==> src/rtl/mem_bist_initiator.sv <==
// mem_bist_initiator
//   Request-side self-test master for a single-port req/ready memory.
//   A start command writes (seed + k) to words (base + k) for k = 0..len-1,
//   with the range wrapping at the top of the address space. It then reads the
//   range back, counts mismatches and reports pass/fail.
//
// Ports
//   clk, reset           clock, synchronous active-high reset
//   start_i              start command (IDLE only)
//   base_addr_i, len_i   test range (len 0 = no-op)
//   seed_i               pattern seed
//   req_*_o, req_*_i     memory request interface
//   busy_o, done_o       test in progress / one-cycle end pulse
//   pass_o, err_count_o, first_fail_addr_o   result of the last test
//
// state    | meaning
// ---------+---------------------------------------------------
// S_IDLE   | waiting for start_i
// S_WR_REQ | write request for word k outstanding
// S_WR_GAP | one idle cycle after a write, advance k
// S_RD_REQ | read request for word k outstanding, compare on accept
// S_RD_GAP | one idle cycle after a read, advance k
// S_DONE   | done_o pulse cycle, results valid
module mem_bist_initiator #(
    parameter int ADDR_W = 10,
    parameter int DATA_W = 32
) (
    input  logic              clk,
    input  logic              reset,
    input  logic              start_i,
    input  logic [ADDR_W-1:0] base_addr_i,
    input  logic [ADDR_W-1:0] len_i,
    input  logic [DATA_W-1:0] seed_i,
    output logic              req_o,
    output logic              req_rnw_o,
    output logic [ADDR_W-1:0] req_addr_o,
    output logic [DATA_W-1:0] req_wdata_o,
    input  logic              req_ready_i,
    input  logic [DATA_W-1:0] req_rdata_i,
    output logic              busy_o,
    output logic              done_o,
    output logic              pass_o,
    output logic [ADDR_W:0]   err_count_o,
    output logic [ADDR_W-1:0] first_fail_addr_o
);

    typedef enum logic [2:0] {
        S_IDLE,
        S_WR_REQ,
        S_WR_GAP,
        S_RD_REQ,
        S_RD_GAP,
        S_DONE
    } state_t;

    state_t            state_q;
    logic [ADDR_W-1:0] k_q;
    logic [ADDR_W-1:0] base_q;
    logic [ADDR_W-1:0] len_q;
    logic [DATA_W-1:0] seed_q;

    logic              req_q;
    logic              rnw_q;
    logic [ADDR_W-1:0] addr_q;
    logic [DATA_W-1:0] wdata_q;
    logic              busy_q;
    logic              done_q;
    logic              pass_q;
    logic [ADDR_W:0]   err_q;
    logic [ADDR_W-1:0] ffa_q;

    logic [ADDR_W-1:0] k_inc_d;
    logic [ADDR_W-1:0] addr_inc_d;
    logic [DATA_W-1:0] data_inc_d;
    logic [ADDR_W:0]   err_inc_d;
    logic              last_word;
    logic              mismatch;

    localparam logic [ADDR_W-1:0] ONE = {{(ADDR_W-1){1'b0}}, 1'b1};

    assign k_inc_d    = k_q + ONE;
    assign addr_inc_d = base_q + k_inc_d;
    assign data_inc_d = seed_q + DATA_W'(k_inc_d);
    assign err_inc_d  = err_q + {{ADDR_W{1'b0}}, 1'b1};
    assign last_word  = (k_q == (len_q - ONE));
    // During reads the write-data register holds the expected pattern word.
    assign mismatch   = (req_rdata_i != wdata_q);

    always_ff @(posedge clk) begin
        if (reset) begin
            state_q <= S_IDLE;
            k_q     <= '0;
            base_q  <= '0;
            len_q   <= '0;
            seed_q  <= '0;
            req_q   <= 1'b0;
            rnw_q   <= 1'b0;
            addr_q  <= '0;
            wdata_q <= '0;
            busy_q  <= 1'b0;
            done_q  <= 1'b0;
            pass_q  <= 1'b0;
            err_q   <= '0;
            ffa_q   <= '0;
        end else begin
            done_q <= 1'b0;
            case (state_q)
                S_IDLE: begin
                    if (start_i) begin
                        base_q <= base_addr_i;
                        len_q  <= len_i;
                        seed_q <= seed_i;
                        k_q    <= '0;
                        err_q  <= '0;
                        pass_q <= 1'b0;
                        ffa_q  <= '0;
                        busy_q <= 1'b1;
                        if (len_i == '0) begin
                            state_q <= S_DONE;
                            done_q  <= 1'b1;
                            pass_q  <= 1'b1;
                        end else begin
                            state_q <= S_WR_REQ;
                            req_q   <= 1'b1;
                            rnw_q   <= 1'b0;
                            addr_q  <= base_addr_i;
                            wdata_q <= seed_i;
                        end
                    end
                end
                S_WR_REQ: begin
                    if (req_ready_i) begin
                        req_q   <= 1'b0;
                        state_q <= S_WR_GAP;
                    end
                end
                S_WR_GAP: begin
                    req_q <= 1'b1;
                    if (last_word) begin
                        k_q     <= '0;
                        state_q <= S_RD_REQ;
                        rnw_q   <= 1'b1;
                        addr_q  <= base_q;
                        wdata_q <= seed_q;
                    end else begin
                        k_q     <= k_inc_d;
                        state_q <= S_WR_REQ;
                        addr_q  <= addr_inc_d;
                        wdata_q <= data_inc_d;
                    end
                end
                S_RD_REQ: begin
                    if (req_ready_i) begin
                        req_q <= 1'b0;
                        if (mismatch) begin
                            err_q <= err_inc_d;
                            if (err_q == '0) begin
                                ffa_q <= addr_q;
                            end
                        end
                        if (last_word) begin
                            state_q <= S_DONE;
                            done_q  <= 1'b1;
                            // Include the final compare, which lands on this edge.
                            pass_q  <= (err_q == '0) && !mismatch;
                        end else begin
                            state_q <= S_RD_GAP;
                        end
                    end
                end
                S_RD_GAP: begin
                    k_q     <= k_inc_d;
                    req_q   <= 1'b1;
                    addr_q  <= addr_inc_d;
                    wdata_q <= data_inc_d;
                    state_q <= S_RD_REQ;
                end
                S_DONE: begin
                    busy_q  <= 1'b0;
                    state_q <= S_IDLE;
                end
                default: begin
                    state_q <= S_IDLE;
                    req_q   <= 1'b0;
                    busy_q  <= 1'b0;
                end
            endcase
        end
    end

    assign req_o             = req_q;
    assign req_rnw_o         = rnw_q;
    assign req_addr_o        = addr_q;
    assign req_wdata_o       = wdata_q;
    assign busy_o            = busy_q;
    assign done_o            = done_q;
    assign pass_o            = pass_q;
    assign err_count_o       = err_q;
    assign first_fail_addr_o = ffa_q;

endmodule

==> config.mk <==
export PLATFORM = sky130hd
export DESIGN_NAME = mem_bist_initiator
export DESIGN_NICKNAME = d
export VERILOG_FILES = /design/src/rtl/mem_bist_initiator.sv
export SDC_FILE = /design/constraint.sdc
export NUM_CORES = 1
export LEC_CHECK = 0
export ABC_CLOCK_PERIOD_IN_PS = 8900
export CAP_MARGIN = 20
export CELL_PAD_IN_SITES_DETAIL_PLACEMENT = 1
export CELL_PAD_IN_SITES_GLOBAL_PLACEMENT = 1
export CORE_MARGIN = 1
export CORE_UTILIZATION = 40
export CTS_CLUSTER_SIZE = 25
export DETAILED_ROUTE_END_ITERATION = 16
export PLACE_DENSITY_LB_ADDON = 0.25
export SLEW_MARGIN = 5
export SYNTH_ARGS = -nofsm -noshare
export SYNTH_HDL_FRONTEND = slang
export SYNTH_SLANG_ARGS = --single-unit
==> constraint.sdc <==
create_clock -name clk -period 8.9 [get_ports clk]
set_input_delay 0.89 -clock clk [delete_from_list [all_inputs] [get_ports clk]]
set_output_delay 0.89 -clock clk [all_outputs]
set_load 0.05 [all_outputs]
==> impl_metrics.toml, run 1 <==
[sta]
skew_ns = 0.0112
slew_headroom_pct = 31.1
setup_violations = 0
slew_violations = 0
max_slew.worst_pin.slew_ns = 1.03
finalCriticalPeriod_ns = 3.90
period_share_pct = 43.8
tns_ns = 0
rsz0062_at_grt = "no"
maxClockFrequency_mhz = 256
hold_viol_final = 0

[grt]
grt_max_degree = 67
grt_util_all_layers_pct = 28.7
grt_pass1_wl_mm = 44.8
antenna_found_initial = 0
grt_pass1_vias = 8399
grt_overflow = 0

[yosys]
ys_ff_latch = 133
synthCells = 1001
yosysUniqueCellTypes = 61
syn-num-nets = 1118
seq_area_frac_synth_pct = 34.1
synthFlopType = "dfxtp_1"
postSynth.asyncResetShare_pct = 0
syn_avg_cell_area_sq_um = 7.80
yosysWarnings = 0
synth_edf_count = 0
netlist_area_sq_mm = 0.00781

[drt]
first_pass_iters = 5
wl_per_cell_um = 19.8
final_antenna_net_count = 0
wirelength_mm = 27.7
vias = 8161
route.detailed.drc = 0
drt_iter0_drc = 461
via_per_inst = 5.84

[power_and_ir_drop]
swShare_pct = 32.1
power_switching_mw = 0.615
p_clk_share_pct = 39.5
leakagePower_nw = 3.76
ir_worst_vdd_v = 0.000141
comb_power_share_pct = 24.1
p_total_mw = 1.91
power.internal_mw = 1.30
powerDensity_mw_per_mm2 = 188
seqPwrFrac_pct = 36.3

[worst_setup_path]
critPathRequiredTime_ns = 9.18
crit_type = "reg2reg"
worstSetupStartpointType = "flop"
path_max_fanout = 10
rr_worst_depth = 13
cp.arrival_ns = 4.17
cp-end-kind = "flop"

[finish]
area_growth_pct = 30.4
final_layout_size_suffix_gt1_share_pct = 6.42
nFillCells = 2336
diodes = 0
final_util_pct = 53.9
nets = 1241

[placement]
dpl.hpwl_mm = 18.9
gp_congestion = 0.862
portBuffers = 155

[min_path]
hold_class = "reg2reg"
whs_path_depth = 2

[clocking]
worst_skew_pair.late_latency_ns = 0.42
cts_tree = "built"
cts_resized = 0
numCtsBuffers = 17
cts.path.max_buffers = 2
path_clk_slew_ns = 0.06
holdBufCountCts = 0
clk_root_buffer_cell = "clkbuf_16"
cts.sink_count = 133
h-tree-depth = 4
post_cts_buffers = 0

[die]
die_area_sq_mm = 0.0201
pin_count = 156
initial_core_util_pct = 41.3
rows = 50
coreArea_sq_mm = 0.0189
die-width_um = 142
die_h_um = 142

[job]
max_cap_viol_count = 0

[status]
status = "complete, no violations"
cells in the mapped netlist (10+ instances only):
master	n	area share, %
a21oi_1	110	7.1
mux2i_1	20	2.6
nor4_1	10	0.80
a31oi_1	14	1.1
or3_1	15	1.2
nand3_1	37	2.4
o21ai_0	19	1.2
a21o_1	10	0.96
xnor2_1	50	5.6
nand2_1	195	9.4
a22oi_1	10	0.96
inv_1	20	0.96
dfxtp_1	133	34
a31o_2	12	1.3
a211oi_1	24	2.3
nor3_1	17	1.1
ha_1	27	4.3
a311oi_1	10	1.1
xor2_1	23	2.6
nand4_1	18	1.4
clkbuf_1	50	2.4
and3_1	20	1.6
nor2_1	55	2.6
placed cells by master (no fill, tap or decap), types with 17 or more instances in the layout:
| cell type | n |
|---|---|
| a211oi_1 | 24 |
| a21oi_1 | 110 |
| and3_1 | 20 |
| clkbuf_16 | 17 |
| clkdlybuf4s50_1 | 154 |
| dfxtp_1 | 133 |
| ha_1 | 27 |
| inv_1 | 20 |
| mux2i_1 | 20 |
| nand2_1 | 195 |
| nand3_1 | 36 |
| nand4_1 | 18 |
| nor2_1 | 54 |
| nor3_1 | 17 |
| o21ai_0 | 19 |
| xnor2_1 | 50 |
| xor2_1 | 23 |
registers in the layout, indices dropped and copies added, names as in the netlist:
| signal | cells |
|---|---|
| done_o | 1 |
| busy_o | 1 |
| req_addr_o | 10 |
| base_q | 10 |
| len_q | 10 |
| state_q | 3 |
| pass_o | 1 |
| k_q | 10 |
| req_wdata_o | 32 |
| req_o | 1 |
| err_count_o | 11 |
| seed_q | 32 |
| req_rnw_o | 1 |
| first_fail_addr_o | 10 |
final timing paths:
path | slack [ns] | startpoint | end
hold / removal | 0.48 | len_q[9]$_SDFFE_PP0P_ | len_q[9]$_SDFFE_PP0P_
hold reg to reg | 0.48 | len_q[9]$_SDFFE_PP0P_ | len_q[9]$_SDFFE_PP0P_
setup reg to reg | 5.00 | k_q[2]$_SDFFE_PP0P_ | req_wdata_o[28]$_SDFFE_PP0P_
setup / recovery | 5.00 | k_q[2]$_SDFFE_PP0P_ | req_wdata_o[28]$_SDFFE_PP0P_
layout make-up:
cell class              count  area (sq um)  share of cell area, %
clock inverters            10           143                   1.40
well taps                 260           325                   3.20
repair buffers            165          1620                   16.0
clock buffers              22           494                   4.85
multi-input cells         787          4860                   47.7
flip-flops and latches    133          2660                   26.2
inverters                  20          75.1                  0.737
power groups by stage:
stage          Sequential (mW)  Clock, mW  Combinational, mW
2_1_floorplan            0.777          0              0.210
3_3_place_gp             0.705          0              0.450
3_5_place_dp             0.707          0              0.458
4_1_cts                  0.695      0.766              0.464
5_1_grt                  0.701      0.794              0.494
6_report                 0.695      0.757              0.462
metrics by stage:
stage	instances	worst slack, ns	cell area [sq um]	hold slack, ns
2_1_floorplan	1001	5.85	7810	0.448
5_1_grt	1397	4.79	10200	0.500
4_1_cts	1397	5.09	10200	0.483
6_report	1397	5.00	10200	0.482
3_3_place_gp	1365	5.04	9540	0.462
3_5_place_dp	1365	4.95	9540	0.474
per-layer routing:
metal / vias to the layer above / wire length [um] / track usage, %
met3: 62 / 1360 / 4.42
li1: 3822 / - / -
met1: 4003 / 11800 / 35.2
met5: - / 0 / 0
met2: 274 / 13500 / 48.8
met4: 0 / 1010 / 14.4
kinds of logic after synthesis:
family	Yosys count	share of synthesized area, %
AND/OR/NAND/NOR	408	25.1
AO/OA/AOI/OAI	256	21.0
flip-flops	133	34.1
buffers and inverters	81	3.97
XOR/XNOR	74	8.48
adder cells (fa/ha/maj)	29	4.84
multiplexers	20	2.56
worst max-delay path, stage by stage, from the launching register on:
cell      delay, ns
dfxtp_1        0.46
and3_1         0.24
and3_1         0.21
nand3_1        0.11
xnor2_1        0.56
ha_1           0.43
nand2_1        0.16
nor3_1         0.07
a211o_1        0.31
o21bai_1       0.60
or2_2          0.29
nor4_1         0.06
o21ai_0        0.17
a21oi_1        0.09
Note: power is estimated with default switching activity, not from simulation.
==> run 2, diff against run 1 <==
--- a/config.mk
+++ b/config.mk
@@ -5,12 +5,12 @@
 export SDC_FILE = /design/constraint.sdc
 export NUM_CORES = 1
 export LEC_CHECK = 0
-export ABC_CLOCK_PERIOD_IN_PS = 8900
+export ABC_CLOCK_PERIOD_IN_PS = 3500
 export CAP_MARGIN = 20
 export CELL_PAD_IN_SITES_DETAIL_PLACEMENT = 1
 export CELL_PAD_IN_SITES_GLOBAL_PLACEMENT = 1
 export CORE_MARGIN = 1
-export CORE_UTILIZATION = 40
+export CORE_UTILIZATION = 34
 export CTS_CLUSTER_SIZE = 25
 export DETAILED_ROUTE_END_ITERATION = 16
 export PLACE_DENSITY_LB_ADDON = 0.25
==> constraint.sdc (replaced) <==
create_clock -name clk -period 3.5 [get_ports clk]
set_input_delay 0.35 -clock clk [delete_from_list [all_inputs] [get_ports clk]]
set_output_delay 0.35 -clock clk [all_outputs]
set_load 0.05 [all_outputs]
==> run 2 against run 1 <==
  * Wire length rose by 3.0%
  * First-iteration DRC count decreased by 10%
  * Clock skew rose by 0.0078 ns
  * Highest routed layer unchanged
  * Utilization fell by 7.9 points
==> impl_metrics.toml, run 2 (synthesis results as in run 1) <==
[die]
coreArea_sq_mm = 0.0226
pin_count = 156
rows = 55
initial_core_util_pct = 34.6
die-width_um = 154
die_area_sq_mm = 0.0236
die_h_um = 154

[power_and_ir_drop]
power.internal_mw = 3.17
leakagePower_nw = 3.87
powerDensity_mw_per_mm2 = 461
swShare_pct = 33.7
seqPwrFrac_pct = 36.7
ir_worst_vdd_v = 0.000270
comb_power_share_pct = 25.1
power_switching_mw = 1.61
p_clk_share_pct = 38.2
p_total_mw = 4.78

[status]
status = "complete, no violations"

[finish]
nets = 1262
final_common_cell = "nand2_1"
final_layout_size_suffix_gt1_share_pct = 8.55
area.sequential_sq_mm = 0.00267
diodes = 0
mostFrequentLayoutCells = "nand2_1, clkdlybuf4s50_1, dfxtp_1, a21oi_1, nor2_1"
multi_input_area_sq_mm = 0.00487
nFillCells = 2714
area_growth_pct = 32.9

[worst_setup_path]
rr_worst_depth = 14
crit_type = "reg2reg"
worstSetupStartpointType = "flop"
critPathRequiredTime_ns = 3.83
path_max_fanout = 10
cp-end-kind = "flop"
cp.arrival_ns = 3.67

[clocking]
h-tree-depth = 4
cts_tree = "built"
clk_root_buffer_cell = "clkbuf_16"
path_clk_slew_ns = 0.06
cts.sink_count = 133
numCtsBuffers = 17
worst_skew_pair.late_latency_ns = 0.44
cts.path.max_buffers = 2

[job]
max_cap_viol_count = 0

[sta]
hold_slack_ns = 0.478
period_share_pct = 95.4
hold_viol_final = 0
skew_ns = 0.0191
maxClockFrequency_mhz = 300
slew_headroom_pct = 35.5
max_slew.worst_pin.slew_ns = 0.963
setup_violations = 0
finalCriticalPeriod_ns = 3.34
slew_violations = 0

[drt]
route.detailed.drc = 0
via_per_inst = 5.60
drt_iter0_drc = 413
vias = 8082
first_pass_iters = 7
wl_per_cell_um = 19.8
final_antenna_net_count = 0
wirelength_mm = 28.5

[min_path]
hold_class = "reg2reg"
whs_path_depth = 2

[grt]
grt_overflow = 0
grt_util_all_layers_pct = 24.4
antenna_found_initial = 0
grt_pass1_wl_mm = 45.0
grt_pass1_vias = 8204
grt_max_degree = 71

[placement]
dpl.hpwl_mm = 20.1
portBuffers = 155
gp_congestion = 0.813
==> run 2: cell types whose count changed in the layout (fill, tap and decap cells not counted) <==
cell and change:
bufinv_16 -1, xnor2_2 +1, clkinv_4 +5, dfxtp_1 -3, xnor2_1 -1, dfxtp_2 +3, buf_12 +3, ha_2 +1
clkinv_2 +1, ha_1 -1, clkbuf_8 -4, buf_4 +18, clkinvlp_4 -1
==> run 2: worst max-delay path: stages, from the launching register on <==
cell and delay, ns:
dfxtp_1 0.41, and3_1 0.22, and3_1 0.20, nand3_1 0.13, xnor2_2 0.22, ha_2 0.43
nand2_1 0.11, nor3_1 0.20, a211o_1 0.17, o21bai_1 0.06, buf_4 0.17, or3_1 0.39
a21oi_1 0.18, nor2_1 0.07, o31a_1 0.27
==> run 2: routing by layer <==
metal,vias up,global-route usage (%),part of all wire [%]
met3,57,3.92,4.3
met5,-,0,0
met4,0,12.0,3.4
met2,231,41.3,49
met1,3927,30.1,44
li1,3867,-,-
==> run 2: timing repair <==
item                                    CTS  global route
resized for setup                         0             5
hold buffers                              0             0
buffers inserted                          0             0
endpoints found under the setup margin    0             7
==> run 2: final timing paths <==
| kind | start | end | slack (ns) |
|---|---|---|---|
| max | k_q[4]$_SDFFE_PP0P_ | req_wdata_o[30]$_SDFFE_PP0P_ | 0.16 |
| min | len_q[9]$_SDFFE_PP0P_ | len_q[9]$_SDFFE_PP0P_ | 0.48 |
| max reg2reg | k_q[4]$_SDFFE_PP0P_ | req_wdata_o[30]$_SDFFE_PP0P_ | 0.16 |
| min reg2reg | len_q[9]$_SDFFE_PP0P_ | len_q[9]$_SDFFE_PP0P_ | 0.48 |
==> run 2: power groups by stage <==
stage | logic [mW] | registers, mW | clock network, mW
finish | 1.20 | 1.76 | 1.83
global route | 1.28 | 1.77 | 1.92
CTS | 1.21 | 1.76 | 1.85
detailed placement | 1.19 | 1.79 | 0
global placement | 1.18 | 1.79 | 0
floorplan | 0.535 | 1.97 | 0
==> run 2: cell type report <==
type,count,share of cell area (%)
Tap cell,285,3.44
Inverter,20,0.723
Sequential cell,133,25.7
Clock inverter,14,1.48
Timing Repair Buffer,186,17.5
Clock buffer,18,4.23
Multi-Input combinational cell,787,46.9
==> run 2: per-stage QoR <==
step	setup TNS, ns	cells	cell area, sq um	util (%)	setup WS, ns
3_5_place_dp	0	1411	9770	43.3	0.168
4_1_cts	0	1443	10400	45.9	0.0723
5_1_grt	-0.00942	1443	10400	46.0	-0.00942
6_report	0	1443	10400	46.0	0.161
3_3_place_gp	0	1411	9770	43.3	0.230
2_1_floorplan	0	1001	7810	-	0.450
==> run 3, diff against run 2 <==
--- a/config.mk
+++ b/config.mk
@@ -14,6 +14,7 @@
 export CTS_CLUSTER_SIZE = 25
 export DETAILED_ROUTE_END_ITERATION = 16
 export PLACE_DENSITY_LB_ADDON = 0.25
+export SKIP_LAST_GASP = 1
 export SLEW_MARGIN = 5
 export SYNTH_ARGS = -nofsm -noshare
 export SYNTH_HDL_FRONTEND = slang
==> results of run 3 <==
The final DEF is identical to that of run 2; final timing and power are the same.
